### src/rtl/arb_pkg.sv
// Shared types for the AXI-lite SRAM arbiter.
// Supplies default AXI-lite bus widths when the surrounding build has not defined them.
`ifndef AXI_ADDR_BUS
`define AXI_ADDR_BUS [31:0]
`endif
`ifndef AXI_DATA_BUS
`define AXI_DATA_BUS [31:0]
`endif
`ifndef AXI_RESP_BUS
`define AXI_RESP_BUS [1:0]
`endif
`ifndef AXI_WSTRB_BUS
`define AXI_WSTRB_BUS [3:0]
`endif

package arb_pkg;

    typedef enum logic [1:0] {
        StIdle,
        StIfuRd,
        StLsuRd,
        StLsuWr
    } arb_state_e;

    typedef enum logic {
        MstIfu = 1'b0,
        MstLsu = 1'b1
    } master_id_e;

    localparam logic [15:0] BusyCntMax = 16'hFFFF;

endpackage

### src/rtl/arb_pick.sv
// Winner selection between IFU and LSU requests; purely combinational.
// ARB_RR_EN selects round-robin on conflict, otherwise LSU has fixed priority.
module arb_pick
    import arb_pkg::*;
(
    input  logic       ifu_req,
    input  logic       lsu_req,
`ifdef ARB_RR_EN
    input  master_id_e last_grant,
`endif
    output logic       grant_valid,
    output master_id_e winner
);

    always_comb begin
        grant_valid = ifu_req | lsu_req;
        winner      = MstIfu;
        if (ifu_req && lsu_req) begin
`ifdef ARB_RR_EN
            winner = (last_grant == MstIfu) ? MstLsu : MstIfu;
`else
            winner = MstLsu;
`endif
        end else if (lsu_req) begin
            winner = MstLsu;
        end
    end

endmodule

### src/rtl/axi_lite_arbiter.sv
// Grants the shared data SRAM to one IFU or LSU AXI-lite transaction at a time.
// Define ARB_RR_EN for round-robin on IFU/LSU conflicts; default build is fixed LSU priority.
`ifndef AXI_ADDR_BUS
`define AXI_ADDR_BUS [31:0]
`endif
`ifndef AXI_DATA_BUS
`define AXI_DATA_BUS [31:0]
`endif
`ifndef AXI_RESP_BUS
`define AXI_RESP_BUS [1:0]
`endif
`ifndef AXI_WSTRB_BUS
`define AXI_WSTRB_BUS [3:0]
`endif

module axi_lite_arbiter
    import arb_pkg::*;
(
    input  logic                  clk,
    input  logic                  rst_n,
    input  logic `AXI_ADDR_BUS    ifu_araddr,
    input  logic                  ifu_arvalid,
    output logic                  ifu_arready,
    output logic `AXI_DATA_BUS    ifu_rdata,
    output logic `AXI_RESP_BUS    ifu_rresp,
    output logic                  ifu_rvalid,
    input  logic                  ifu_rready,
    input  logic `AXI_ADDR_BUS    lsu_araddr,
    input  logic                  lsu_arvalid,
    output logic                  lsu_arready,
    output logic `AXI_DATA_BUS    lsu_rdata,
    output logic `AXI_RESP_BUS    lsu_rresp,
    output logic                  lsu_rvalid,
    input  logic                  lsu_rready,
    input  logic `AXI_ADDR_BUS    lsu_awaddr,
    input  logic                  lsu_awvalid,
    output logic                  lsu_awready,
    input  logic `AXI_DATA_BUS    lsu_wdata,
    input  logic `AXI_WSTRB_BUS   lsu_wstrb,
    input  logic                  lsu_wvalid,
    output logic                  lsu_wready,
    output logic `AXI_RESP_BUS    lsu_bresp,
    output logic                  lsu_bvalid,
    input  logic                  lsu_bready,
    output logic `AXI_ADDR_BUS    mem_araddr,
    output logic                  mem_arvalid,
    input  logic                  mem_arready,
    input  logic `AXI_DATA_BUS    mem_rdata,
    input  logic `AXI_RESP_BUS    mem_rresp,
    input  logic                  mem_rvalid,
    output logic                  mem_rready,
    output logic `AXI_ADDR_BUS    mem_awaddr,
    output logic                  mem_awvalid,
    input  logic                  mem_awready,
    output logic `AXI_DATA_BUS    mem_wdata,
    output logic `AXI_WSTRB_BUS   mem_wstrb,
    output logic                  mem_wvalid,
    input  logic                  mem_wready,
    input  logic `AXI_RESP_BUS    mem_bresp,
    input  logic                  mem_bvalid,
    output logic                  mem_bready,
    output logic [15:0]           arb_busy_cnt
);

    arb_state_e  state_q;
    logic [15:0] busy_cnt_q;
    logic        grant_valid;
    master_id_e  winner;
    logic        txn_done;
`ifdef ARB_RR_EN
    master_id_e  last_grant_q;
`endif

    arb_pick u_arb_pick (
        .ifu_req     (ifu_arvalid),
        .lsu_req     (lsu_arvalid | lsu_awvalid),
`ifdef ARB_RR_EN
        .last_grant  (last_grant_q),
`endif
        .grant_valid (grant_valid),
        .winner      (winner)
    );

    // Only the final R or B handshake releases a grant; dropped valids are ignored.
    assign txn_done = (state_q == StLsuWr) ? (mem_bvalid & mem_bready)
                                           : (mem_rvalid & mem_rready);

    always_ff @(posedge clk or negedge rst_n) begin
        if (!rst_n) begin
            state_q    <= StIdle;
            busy_cnt_q <= '0;
`ifdef ARB_RR_EN
            last_grant_q <= MstIfu;
`endif
        end else begin
            unique case (state_q)
                StIdle: begin
                    busy_cnt_q <= '0;
                    if (grant_valid) begin
                        busy_cnt_q <= 16'd1;
                        if (winner == MstIfu) begin
                            state_q <= StIfuRd;
                        end else if (lsu_awvalid) begin
                            state_q <= StLsuWr;
                        end else begin
                            state_q <= StLsuRd;
                        end
`ifdef ARB_RR_EN
                        last_grant_q <= winner;
`endif
                    end
                end
                StIfuRd, StLsuRd, StLsuWr: begin
                    if (txn_done) begin
                        state_q    <= StIdle;
                        busy_cnt_q <= '0;
                    end else if (busy_cnt_q != BusyCntMax) begin
                        busy_cnt_q <= busy_cnt_q + 16'd1;
                    end
                end
            endcase
        end
    end

    assign arb_busy_cnt = busy_cnt_q;

    always_comb begin
        ifu_arready = 1'b0;
        ifu_rdata   = '0;
        ifu_rresp   = '0;
        ifu_rvalid  = 1'b0;
        lsu_arready = 1'b0;
        lsu_rdata   = '0;
        lsu_rresp   = '0;
        lsu_rvalid  = 1'b0;
        lsu_awready = 1'b0;
        lsu_wready  = 1'b0;
        lsu_bresp   = '0;
        lsu_bvalid  = 1'b0;
        mem_araddr  = '0;
        mem_arvalid = 1'b0;
        mem_rready  = 1'b0;
        mem_awaddr  = '0;
        mem_awvalid = 1'b0;
        mem_wdata   = '0;
        mem_wstrb   = '0;
        mem_wvalid  = 1'b0;
        mem_bready  = 1'b0;
        unique case (state_q)
            StIdle: ;
            StIfuRd: begin
                mem_araddr  = ifu_araddr;
                mem_arvalid = ifu_arvalid;
                ifu_arready = mem_arready;
                ifu_rdata   = mem_rdata;
                ifu_rresp   = mem_rresp;
                ifu_rvalid  = mem_rvalid;
                mem_rready  = ifu_rready;
            end
            StLsuRd: begin
                mem_araddr  = lsu_araddr;
                mem_arvalid = lsu_arvalid;
                lsu_arready = mem_arready;
                lsu_rdata   = mem_rdata;
                lsu_rresp   = mem_rresp;
                lsu_rvalid  = mem_rvalid;
                mem_rready  = lsu_rready;
            end
            StLsuWr: begin
                mem_awaddr  = lsu_awaddr;
                mem_awvalid = lsu_awvalid;
                lsu_awready = mem_awready;
                mem_wdata   = lsu_wdata;
                mem_wstrb   = lsu_wstrb;
                mem_wvalid  = lsu_wvalid;
                lsu_wready  = mem_wready;
                lsu_bresp   = mem_bresp;
                lsu_bvalid  = mem_bvalid;
                mem_bready  = lsu_bready;
            end
        endcase
    end

endmodule

### config.mk
export PLATFORM = sky130hd
export DESIGN_NAME = axi_lite_arbiter
export DESIGN_NICKNAME = d
export VERILOG_FILES = /design/src/rtl/arb_pkg.sv /design/src/rtl/arb_pick.sv /design/src/rtl/axi_lite_arbiter.sv
export SDC_FILE = /design/constraint.sdc
export NUM_CORES = 1
export LEC_CHECK = 0
export CAP_MARGIN = 10
export CORE_AREA = 2 2 147 149
export CTS_BUF_LIST = sky130_fd_sc_hd__clkbuf_4 sky130_fd_sc_hd__clkbuf_8
export DETAILED_ROUTE_END_ITERATION = 7
export DIE_AREA = 0 0 149 151
export PLACE_DENSITY = 0.58
export SLEW_MARGIN = 20
export SYNTH_ARGS = -nofsm -noshare
export SYNTH_HDL_FRONTEND = slang
export SYNTH_SLANG_ARGS = --single-unit
### constraint.sdc
create_clock -name clk -period 3.6 [get_ports clk]
set_input_delay 0.54 -clock clk [delete_from_list [all_inputs] [get_ports clk]]
set_output_delay 0.54 -clock clk [all_outputs]
set_load 0.02 [all_outputs]
* Word level (Yosys, flattened, before mapping)
Cells that the tools add are included.
** Operators by class
- Add/subtract/negate cells :: 1
- Equality and inequality tests :: 7
- Muxes and demuxes :: 33
- Bitwise gates (word level) :: 4
- Reduce and logical (&&, ||, !) cells :: 4
** Operator list (number)
- 2-to-1 mux 32 bit :: 4
- case mux 32 bit (2 select lines) :: 1
- 2-to-1 mux 16 bit :: 2
- case mux 16 bit (2 select lines) :: 1
- adder 16 x 1 -> 16 bit (second input constant) :: 1
- inequality test 16 bit (second input constant) :: 1
- 2-to-1 mux 1 bit :: 15
- 2-to-1 mux 2 bit :: 6
- equality test 2 bit (second input constant) :: 2
- 2-to-1 mux 4 bit :: 1
- inequality test 2 bit (second input constant) :: 2
- case mux 1 bit (2 select lines) :: 2
- case mux 2 bit (2 select lines) :: 1
- inequality test 3 bit (second input constant) :: 1
- OR reduction 3 bit :: 1
- AND 1 bit :: 2
- equality test 2 x 1 -> 1 bit (second input constant) :: 1
- zero test 2 bit :: 1
- bitwise OR 1 bit :: 2
- AND reduction 2 bit :: 1
- logical AND 1 bit :: 1
** Storage, ports and cells
- Register bits :: 18
- Input bits :: 182
- Output and inout port bits :: 198
- Word-level logic and storage cells :: 51

* Longest topological paths before layout
Gate-level depths: netlist (run 1).
- Depth after elaboration :: 6
- Depth in mapped cells :: 7
- Depth with buffers taken out :: 6

* Hierarchy
From an unflattened synthesis (run 1), not the netlist that was laid out.
** Unflattened totals
- Cell total of the unflattened synthesis :: 361
- Area total of the unflattened synthesis :: 2598.7 um2
** By module, submodules not included
- axi_lite_arbiter :: times used 1, cells an instance 359, area an instance 2588.7 um2, seq. area each 450.4 um2
- arb_pick :: times used 1, cells an instance 2, area an instance 10.0 um2, seq. area each 0.0 um2

* Worst setup path before layout (run 1)
Ideal clock, no wire load.
- Path type :: reg-to-output
- From :: register state_q[0]
- To :: output port lsu_rdata[11] in the netlist's numbering
- Arrival time :: 1.571 ns
- Data required time :: 3.060 ns
- Path slack :: 1.489 ns
- Stages on the path, launching flop included :: 7
- Buffers on the path :: 3
- Cell sequence :: dfrtp_1 > inv_1 > ha_1 > clkbuf_1 > clkbuf_1 > clkbuf_1 > and2_1
** RTL lines
- from (decl) :: line axi_lite_arbiter.sv:65 : arb_state_e state_q;
- from (signal assigned) :: line axi_lite_arbiter.sv:90 : state_q <= StIdle;
- from (signal assigned) :: line axi_lite_arbiter.sv:102 : state_q <= StIfuRd;
- from (signal assigned) :: line axi_lite_arbiter.sv:104 : state_q <= StLsuWr;
- to (decl) :: line axi_lite_arbiter.sv:31 : output logic `AXI_DATA_BUS lsu_rdata,

==> results by group, run 1 <==
Layout
  – Post-Layout Cell Count: 989
  – Layout cell share with drive strength beyond 1: 3.50%
  – Final Net Count: 904
  – Area delta synth->final: 158%
  – Filler cell count in the final layout: 2205
  – # diodes: 0

Critical path
  – Crit path DAT: 2510 ps
  – CP Cell Sequence: inv_1 -> ha_1 -> nor2b_1 -> clkdlybuf4s50_1
  – Crit-path slowest cell: ha_1
  – Worst path max stage delay: 870 ps
  – Worst Setup Start Kind: register
  – CP top delay family: adder cells
  – CP required: 3060 ps
  – Worst Path Class, Setup: register to primary output
  – Crit-path max FO: 35
  – Buf/Inv on CP: 2
  – Critical Path End Type: primary output

Clock network
  – Post-CTS Setup Bufs: 0
  – CTS Buf Count: 3
  – CTS Hold Buffers Added: 0
  – Clock sinks: 18
  – Worst skew pair latency: 250 ps
  – H-Tree Depth: 1
  – CTS tree: yes
  – Clk buf depth: 2
  – Clock root cell: clkbuf_8
  – Clk slew on worst S/H paths: 70 ps
  – Post_cts resized: 0

Global routing
  – First-pass GRT wire length: 22900 um
  – Vias in the first global route: 3733
  – Largest net degree at the start of global routing: 52
  – Global-route usage over all layers: 13.3%
  – Initial antenna violation count: 0
  – Grt total ovfl: 0

Timing
  – Pins Over Slew Limit: 0
  – RSZ-0062 raised after global routing: false
  – Final Setup Violations: 0
  – Final worst path period share: 84.9%
  – Crit path time final: 3050 ps
  – Tightest Pin Transition: 882 ps
  – Slew margin rel.: 41.0%
  – Fin. Hold Viols: 0
  – Final Skew: 7.89 ps
  – Sum Neg Setup Slack: 0 ps
  – Maximum clock frequency: 327 MHz

Logic synthesis
  – Ranking of synthesized cells by area: and2_1 36%, dfrtp_1 17%, a22oi_1 9.5%
  – Netlist cell types: 43
  – Synth top cells by count: 149 x and2_1, 34 x nor2b_1, 33 x a22oi_1
  – Post-synth EDFFs: 0
  – Seq/Total Area, Yosys: 17.2%
  – Fraction of registers with async set/reset: 100%
  – Largest area contributor in the netlist: and2_1
  – Ys Warns: 0
  – Synth Register Bits: 18
  – Synth top area share: 35.6%
  – Cells after synthesis: 356
  – Post-Syn Area: 2620 um^2
  – Mean Syn Cell Area: 7.35 um^2
  – Syn Nets: 544
  – Ys flop type: dfrtp_1
  – Most common cell in the netlist: and2_1

Place
  – IO buf count: 379
  – Final Wtd Congestion: 0.831
  – DPL Wire Length: 13900 um
  – Inst Count DP: 986

Route
  – Drt total wl: 16400 um
  – DRC viols: 0
  – Met3 routed WL: 1030 um
  – Antenna viol nets, final: 0
  – DR pass1 iterations: 4
  – Wire per inst: 16.6 um
  – Initial DRC count: 77
  – Wl on met1: 6530 um
  – Vias/cell: 3.80
  – Vias: 3760
  – Max layer used: met4
  – Wire length on met2: 8620 um

Die
  – Die width: 149 um
  – Ports: 380
  – Initial Utilization: 12.6%
  – Die Area: 22500 um^2
  – Core area: 20800 um^2
  – Num rows: 53
  – Die H: 151 um

Status
  – Status: finished clean

Worst hold path
  – HP Class: register to register

Job
  – Max-Cap Viols: 0

Power
  – Leak: 2.48 nW
  – Peak supply drop: 0.297 mV
  – Pwr Density: 547 nW/um^2
==> cell usage in the layout, fill, tap and decap left out, types with 2 or more instances in the layout <==
master,count
o21ai_1,5
xnor2_1,4
clkdlybuf4s50_1,379
nand3_1,5
o21ai_0,4
nor2_1,4
a21oi_2,5
ha_2,3
nand4_1,6
nor2b_1,34
a21oi_1,6
and3_1,3
dfrtp_1,18
and2_1,149
ha_1,3
clkbuf_8,3
buf_12,3
nor4_1,2
inv_1,5
and4_1,3
nand2_1,6
mux2i_1,2
nor3_1,2
a22oi_1,33
buf_4,2
or3_1,6
==> worst min-delay path, cell delays in order (launching register included) <==
cell and delay [ps]:
dfrtp_1 410, o21ai_1 110, a21oi_2 60
==> path summary, 6_finish.rpt <==
kind,start,to,slack (ps),cells after the start
min reg2reg,arb_busy_cnt[11]$_DFFE_PN0P_,arb_busy_cnt[11]$_DFFE_PN0P_,610,2
min,arb_busy_cnt[11]$_DFFE_PN0P_,arb_busy_cnt[11]$_DFFE_PN0P_,610,2
max reg2reg,state_q[0]$_DFFE_PN0P_,state_q[1]$_DFFE_PN0P_,1120,6
min in group asynchronous,rst_n,arb_busy_cnt[5]$_DFFE_PN0P_,790,1
max,state_q[0]$_DFFE_PN0P_,mem_araddr[9],550,4
max in group asynchronous,rst_n,arb_busy_cnt[8]$_DFFE_PN0P_,2260,1
==> kinds of logic after synthesis <==
| kind of cell | count (synthesis) | share of synthesized area [%] |
|---|---|---|
| simple gates | 228 | 55.1 |
| compound gates | 63 | 17.4 |
| buf+inv | 35 | 5.35 |
| flops | 18 | 17.2 |
| fa+ha+maj | 6 | 2.87 |
| xor+xnor | 4 | 1.34 |
| mux | 2 | 0.765 |
==> state kept, by name, summed over array words and instances (netlist names) <==
signal and cells:
arb_busy_cnt 16, state_q 2
==> layer usage <==
layer | up-vias | global-route usage, %
met5 | - | 0
met4 | 0 | 2.05
li1 | 1920 | -
met1 | 1686 | 15.9
met2 | 142 | 24.1
met3 | 12 | 3.61
==> stage by stage <==
stage / utilization, % / area (um^2) / hold WS, ps / setup WS (ps) / total power [mW]
after global routing: 32.5 / 6760 / 641 / 300 / 3.94
after floorplan: - / 2620 / 244 / 1490 / 1.94
final: 32.5 / 6760 / 615 / 545 / 3.70
after CTS: 32.5 / 6760 / 619 / 496 / 3.76
after global placement: 32.3 / 6720 / 603 / 866 / 3.61
after detailed placement: 32.3 / 6720 / 607 / 800 / 3.59
==> area by class of cell <==
class / count / area (um^2) / area share [%]
well taps: 275 / 344 / 5.09
flip-flops and latches: 18 / 450 / 6.66
repair buffers: 384 / 3870 / 57.2
clock buffers: 3 / 41.3 / 0.611
multi-input cells: 303 / 2030 / 30.1
inverters: 6 / 22.5 / 0.333
==> report_power, final <==
part	leakage [nW]	total (mW)	switching, mW	internal [mW]
clock network	0.0216	0.140	0.0658	0.0742
logic	2.22	3.29	1.71	1.58
registers	0.244	0.272	0.0410	0.231
(Power assumes the default switching activity.)
==> run 2, diff against run 1 <==
Settings changed: CORE_AREA 2 2 147 149 to 2 2 146 148, DIE_AREA 0 0 149 151 to 0 0 148 150, PLACE_DENSITY 0.58 to 0.61.
Clock period 3.6 ns to 2.6 ns, I/O delays scaled along.
==> run 2 against run 1 <==
Against the previous run: power up 42%; register-to-register slack worse by 680 ps; largest cell class unchanged; final area up 4.1%; count of clock-buffer cells in the layout unchanged; global-route usage up 0.48 points.
==> results by group, run 2 (synthesized netlist as in run 1, its figures left out) <==
Status
  – Status: finished clean (unchanged)

Clock network
  – Worst skew pair latency: 260 ps (was 250 ps)
  – Clk buf depth: 2 (unchanged)
  – Clk slew on worst S/H paths: 80 ps (was 70 ps)
  – CTS tree: yes (unchanged)
  – H-Tree Depth: 1 (unchanged)
  – Clock root cell: clkbuf_8 (unchanged)
  – Clock sinks: 18 (unchanged)
  – Post-CTS Setup Bufs: 0 (unchanged)
  – CTS Buf Count: 3 (unchanged)

Global routing
  – Grt total ovfl: 0 (unchanged)
  – Global-route usage over all layers: 13.8% (was 13.3%)
  – Initial antenna violation count: 0 (unchanged)
  – First-pass GRT wire length: 23800 um (was 22900 um)
  – Vias in the first global route: 3926 (was 3733)
  – Largest net degree at the start of global routing: 49 (was 52)

Route
  – Drt total wl: 16600 um (was 16400 um)
  – Vias: 3905 (was 3760)
  – Wire per inst: 16.6 um (about the same)
  – DR pass1 iterations: 4 (unchanged)
  – DRC viols: 0 (unchanged)
  – Antenna viol nets, final: 0 (unchanged)
  – Vias/cell: 3.91 (was 3.80)
  – Initial DRC count: 118 (was 77)

Critical path
  – CP required: 2210 ps (was 3060 ps)
  – Worst Setup Start Kind: register (unchanged)
  – CP Launch Point: state_q[0]$_DFFE_PN0P_ (unchanged)
  – Critical Path End Type: primary output (unchanged)
  – Worst Path Class, Setup: register to primary output (unchanged)
  – Reg2Reg Launch Point: state_q[0]$_DFFE_PN0P_ (unchanged)
  – Crit-path max FO: 13 (was 35)
  – Crit path DAT: 2120 ps (was 2510 ps)

Place
  – IO buf count: 379 (unchanged)
  – DPL Wire Length: 13800 um (was 13900 um)
  – Final Wtd Congestion: 0.878 (was 0.831)

Layout
  – Area delta synth->final: 169% (was 158%)
  – # diodes: 0 (unchanged)
  – Filler cell count in the final layout: 2172 (was 2205)
  – Layout cell share with drive strength beyond 1: 5.52% (was 3.50%)
  – Final Net Count: 915 (was 904)
  – Commonest non-fill, non-tap cell in the layout: clkdlybuf4s50_1 (unchanged)
  – Largest register FFs: 16 (unchanged)
  – Highest-count cells in the layout ignoring fill and taps: 316 x clkdlybuf4s50_1, 149 x and2_1, 53 x dlymetal6s2s_1 (was 379 x clkdlybuf4s50_1, 149 x and2_1, 34 x nor2b_1)

Worst hold path
  – HP Class: input port to async pin (was register to register)

Timing
  – Final Skew: 6.02 ps (was 7.89 ps)
  – Pins Over Slew Limit: 0 (unchanged)
  – Final worst path period share: 96.4%
  – Maximum clock frequency: 399 MHz
  – Final Setup Violations: 0 (unchanged)
  – Tightest Pin Transition: 434 ps (was 882 ps)
  – Crit path time final: 2510 ps
  – Slew margin rel.: 70.9% (was 41.0%)
  – Fin. Hold Viols: 0 (unchanged)
  – Hold_ws: 471 ps (was 615 ps)
  – Sum Neg Setup Slack: 0 ps (unchanged)

Die
  – Die Area: 22200 um^2 (was 22500 um^2)
  – Num rows: 53 (unchanged)
  – Initial Utilization: 12.7% (was 12.6%)
  – Ports: 380 (unchanged)
  – Die H: 150 um (was 151 um)
  – Die width: 148 um (was 149 um)
  – Core area: 20700 um^2 (was 20800 um^2)

Power
  – Peak supply drop: 0.466 mV (was 0.297 mV)
  – Power, Total: 5.25 mW (was 3.70 mW)
  – Pwr Density: 746 nW/um^2 (was 547 nW/um^2)
  – Leak: 3.44 nW (was 2.48 nW)

Job
  – Max-Cap Viols: 0 (unchanged)
## run 2: power by group
part / leakage (nW) / internal, mW / switching, mW
clock: 0.0216 / 0.103 / 0.101
sequential: 0.244 / 0.320 / 0.0627
combinational: 3.17 / 2.26 / 2.40
total: 3.44 / 2.69 / 2.56
## run 2: final timing paths
check | slack (ps) | endpoint | depth (start not counted)
max in group asynchronous | 1910 | arb_busy_cnt[12]$_DFFE_PN0P_ | 2
min in group clk | 620 | arb_busy_cnt[10]$_DFFE_PN0P_ | 2
min reg2reg | 620 | arb_busy_cnt[10]$_DFFE_PN0P_ | 2
max reg2reg | 440 | arb_busy_cnt[9]$_DFFE_PN0P_ | 7
max | 90 | lsu_rdata[0] | 5
min | 470 | arb_busy_cnt[5]$_DFFE_PN0P_ | 2
## run 2: critical path, stage by stage (launching register included)
cell	delay [ps]
dfrtp_1	450
inv_1	160
ha_2	280
buf_4	220
and2_1	140
clkdlybuf4s50_1	610
## run 2: per-stage QoR
stage               area [um^2]  setup WS (ps)  utilization, %  cells
floorplan                  2620            639               -    356
global placement           6820            315            33.0    996
detailed placement         6820            270            33.0    996
CTS                        6860           2.83            33.1    999
global route               7040          -2.64            34.0   1000
finish                     7040           92.8            34.0   1000
## run 2: layout make-up
type                            count  area, um^2  area share [%]
Multi-Input combinational cell    303        2050            29.2
Timing Repair Buffer              395        4130            58.6
Clock buffer                        3        41.3           0.587
Sequential cell                    18         450            6.40
Tap cell                          275         344            4.89
Inverter                            6        22.5           0.320
## run 2: what timing repair did
item,CTS,global route
cloned,0,1
gates resized for setup,6,56
setup endpoints to repair,6,59
hold buffers,0,0
## run 2: metal layers
layer,wire [um],global-route usage (%),vias to the layer above,share of wire (%)
met4,464,4.29,0,2.8
met5,0,0,-,0
met3,1360,4.66,20,8.2
li1,-,-,1945,-
met1,6590,16.9,1776,40
met2,8190,22.8,164,49
==> run 3, diff against run 2 <==
Settings changed: CORE_AREA 2 2 146 148 to 2 2 147 149, DIE_AREA 0 0 148 150 to 0 0 149 151, PLACE_DENSITY 0.61 to 0.58.
Clock period 2.6 ns to 3.1 ns, I/O delays scaled along.
==> run 3 against run 2 <==
Against the previous run: clock skew is 2.0 ps lower; sequential share of layout area is 0.21 points higher; register-to-register slack better by 540 ps; worst setup slack better by 140 ps; highest routed layer unchanged; count of clock-buffer cells in the layout is 1 higher; first-iteration DRC count is 2.5% higher; hold slack better by 140 ps; clock power hardly changed; critical endpoint is now mem_araddr[18].
==> results by group, run 3 (synthesized netlist as in run 1, its figures left out) <==
Die
  – Die H: 151 um (was 150 um)
  – Core area: 20800 um^2 (was 20700 um^2)
  – Die width: 149 um (was 148 um)
  – Num rows: 53 (unchanged)
  – Initial Utilization: 12.6% (was 12.7%)
  – Ports: 380 (unchanged)
  – Die Area: 22500 um^2 (was 22200 um^2)

Clock network
  – H-Tree Depth: 1 (unchanged)
  – Post_cts resized: 0 (was 6)
  – Worst skew pair latency: 260 ps (about the same)
  – Clk buf depth: 2 (unchanged)
  – Clock root cell: clkbuf_8 (unchanged)
  – Clk slew on worst S/H paths: 80 ps (about the same)
  – CTS Buf Count: 3 (unchanged)
  – CTS tree: yes (unchanged)
  – Clock sinks: 18 (unchanged)
  – Post-CTS Setup Bufs: 0 (unchanged)
  – CTS Hold Buffers Added: 0 (unchanged)

Layout
  – Layout cell share with drive strength beyond 1: 4.58% (was 5.52%)
  – Final Net Count: 910 (was 915)
  – Commonest non-fill, non-tap cell in the layout: clkdlybuf4s50_1 (unchanged)
  – Area delta synth->final: 160% (was 169%)
  – Largest register FFs: 16 (unchanged)
  – Highest-count cells in the layout ignoring fill and taps: 378 x clkdlybuf4s50_1, 149 x and2_1, 34 x nor2b_1 (was 316 x clkdlybuf4s50_1, 149 x and2_1, 53 x dlymetal6s2s_1)
  – Filler cell count in the final layout: 2205 (was 2172)
  – # diodes: 0 (unchanged)
  – Post-Layout Cell Count: 996 (was 1000)

Critical path
  – Crit-path max FO: 23 (was 13)
  – Worst path max stage delay: 620 ps (was 610 ps)
  – Crit path DAT: 2400 ps (was 2120 ps)
  – CP top delay family: buffers and inverters (unchanged)
  – Crit-path slowest cell: clkdlybuf4s50_1 (unchanged)
  – Critical Path End Type: primary output (unchanged)
  – Worst Setup Start Kind: register (unchanged)
  – Buf/Inv on CP: 3 (unchanged)
  – CP required: 2630 ps (was 2210 ps)
  – Worst Path Class, Setup: register to primary output (unchanged)
  – CP Cell Sequence: inv_1 -> ha_2 -> buf_12 -> a22oi_1 -> nor2b_1 -> clkdlybuf4s50_1 (was inv_1 -> ha_2 -> buf_4 -> and2_1 -> clkdlybuf4s50_1)

Place
  – Final Wtd Congestion: 0.815 (was 0.878)
  – Inst Count DP: 992 (was 996)
  – DPL Wire Length: 13900 um (was 13800 um)
  – IO buf count: 379 (unchanged)

Global routing
  – First-pass GRT wire length: 22900 um (was 23800 um)
  – Largest net degree at the start of global routing: 49 (unchanged)
  – Global-route usage over all layers: 13.2% (was 13.8%)
  – Grt total ovfl: 0 (unchanged)
  – Initial antenna violation count: 0 (unchanged)
  – Vias in the first global route: 3706 (was 3926)

Timing
  – Final Skew: 4.07 ps (was 6.02 ps)
  – Slew margin rel.: 37.6% (was 70.9%)
  – Tightest Pin Transition: 933 ps (was 434 ps)
  – Pins Over Slew Limit: 0 (unchanged)
  – Sum Neg Setup Slack: 0 ps (unchanged)
  – RSZ-0062 raised after global routing: false
  – Final worst path period share: 92.5%
  – Crit path time final: 2870 ps
  – Fin. Hold Viols: 0 (unchanged)
  – Maximum clock frequency: 349 MHz
  – Final Setup Violations: 0 (unchanged)

Status
  – Status: finished clean (unchanged)

Power
  – Leak: 2.52 nW (was 3.44 nW)
  – Clock power frac: 4.6% (was 3.9%)
  – Sequential Power Share: 7.3% (about the same)
  – Combinational Power Share: 88.1% (was 88.8%)
  – Peak supply drop: 0.343 mV (was 0.466 mV)
  – P_sw: 2.14 mW (was 2.56 mW)
  – Switching share of power: 48.7% (was 48.8%)
  – Pwr Density: 643 nW/um^2 (was 746 nW/um^2)
  – Internal Power: 2.25 mW (was 2.69 mW)
  – Power, Total: 4.38 mW (was 5.25 mW)

Route
  – Vias: 3837 (was 3905)
  – Vias/cell: 3.85 (was 3.91)
  – Drt total wl: 16400 um (was 16600 um)
  – Antenna viol nets, final: 0 (unchanged)
  – Wire per inst: 16.5 um (was 16.6 um)
  – DR pass1 iterations: 4 (unchanged)
  – DRC viols: 0 (unchanged)
  – Initial DRC count: 121 (was 118)

Worst hold path
  – HP Class: register to register (was input port to async pin)

Job
  – Max-Cap Viols: 0 (unchanged)
==> run 3: cell count changes in the layout (fill, tap and decap cells not counted) <==
| cell | change |
|---|---|
| clkdlybuf4s50_1 | +62 |
| dlygate4sd2_1 | -6 |
| clkbuf_16 | -1 |
| ha_4 | -2 |
| buf_4 | -3 |
| clkbuf_8 | +1 |
| ha_2 | +2 |
| buf_12 | -3 |
| buf_6 | -1 |
| dlymetal6s2s_1 | -53 |
==> run 3: final timing paths <==
kind | from | end | slack (ps) | depth (start not counted)
max | state_q[1]$_DFFE_PN0P_ | mem_araddr[18] | 230 | 6
min | arb_busy_cnt[10]$_DFFE_PN0P_ | arb_busy_cnt[10]$_DFFE_PN0P_ | 610 | 2
max reg2reg | state_q[1]$_DFFE_PN0P_ | arb_busy_cnt[14]$_DFFE_PN0P_ | 980 | 7
min reg2reg | arb_busy_cnt[10]$_DFFE_PN0P_ | arb_busy_cnt[10]$_DFFE_PN0P_ | 610 | 2
max in group asynchronous | rst_n | arb_busy_cnt[1]$_DFFE_PN0P_ | 1810 | 1
min in group asynchronous | rst_n | arb_busy_cnt[10]$_DFFE_PN0P_ | 720 | 1
==> run 3: power by group through the flow <==
stage | combinational (mW) | clock, mW | sequential, mW
after detailed placement | 3.91 | 0 | 0.323
after global placement | 3.92 | 0 | 0.321
after floorplan | 1.92 | 0 | 0.331
after global routing | 4.11 | 0.221 | 0.324
final | 3.86 | 0.202 | 0.318
after CTS | 3.93 | 0.214 | 0.318
==> run 3: area by class of cell <==
type | instances | area, um^2 | area share (%)
timing repair buffer | 390 | 3910 | 57.4
multi-input combinational | 303 | 2030 | 29.8
sequential | 18 | 450 | 6.61
tap | 275 | 344 | 5.05
clock buffer | 4 | 55.1 | 0.807
inverter | 6 | 22.5 | 0.330
==> run 3: worst register-to-register path: stages (launching register included) <==
cell and delay, ps:
dfrtp_1 420, inv_1 130, ha_2 530, a22o_1 270, a21o_1 230, buf_4 270, a211o_1 120, nand2_1 50
==> run 3: routing by layer <==
| metal | vias up | global-route usage, % | wire length, um | share of wire, % |
|---|---|---|---|---|
| li1 | 1935 | - | - | - |
| met5 | - | 0 | 0 | 0 |
| met4 | 0 | 2.10 | 189 | 1.2 |
| met1 | 1739 | 16.3 | 6670 | 41 |
| met3 | 10 | 3.92 | 1180 | 7.2 |
| met2 | 153 | 23.2 | 8340 | 51 |
==> run 3: stage by stage <==
step	worst slack (ps)	hold slack (ps)	util, %	cell area (um^2)
floorplan	1060	169	-	2620
detailed placement	485	603	32.5	6760
global route	127	660	32.7	6820
global placement	515	598	32.5	6760
CTS	196	619	32.7	6820
finish	234	614	32.7	6820
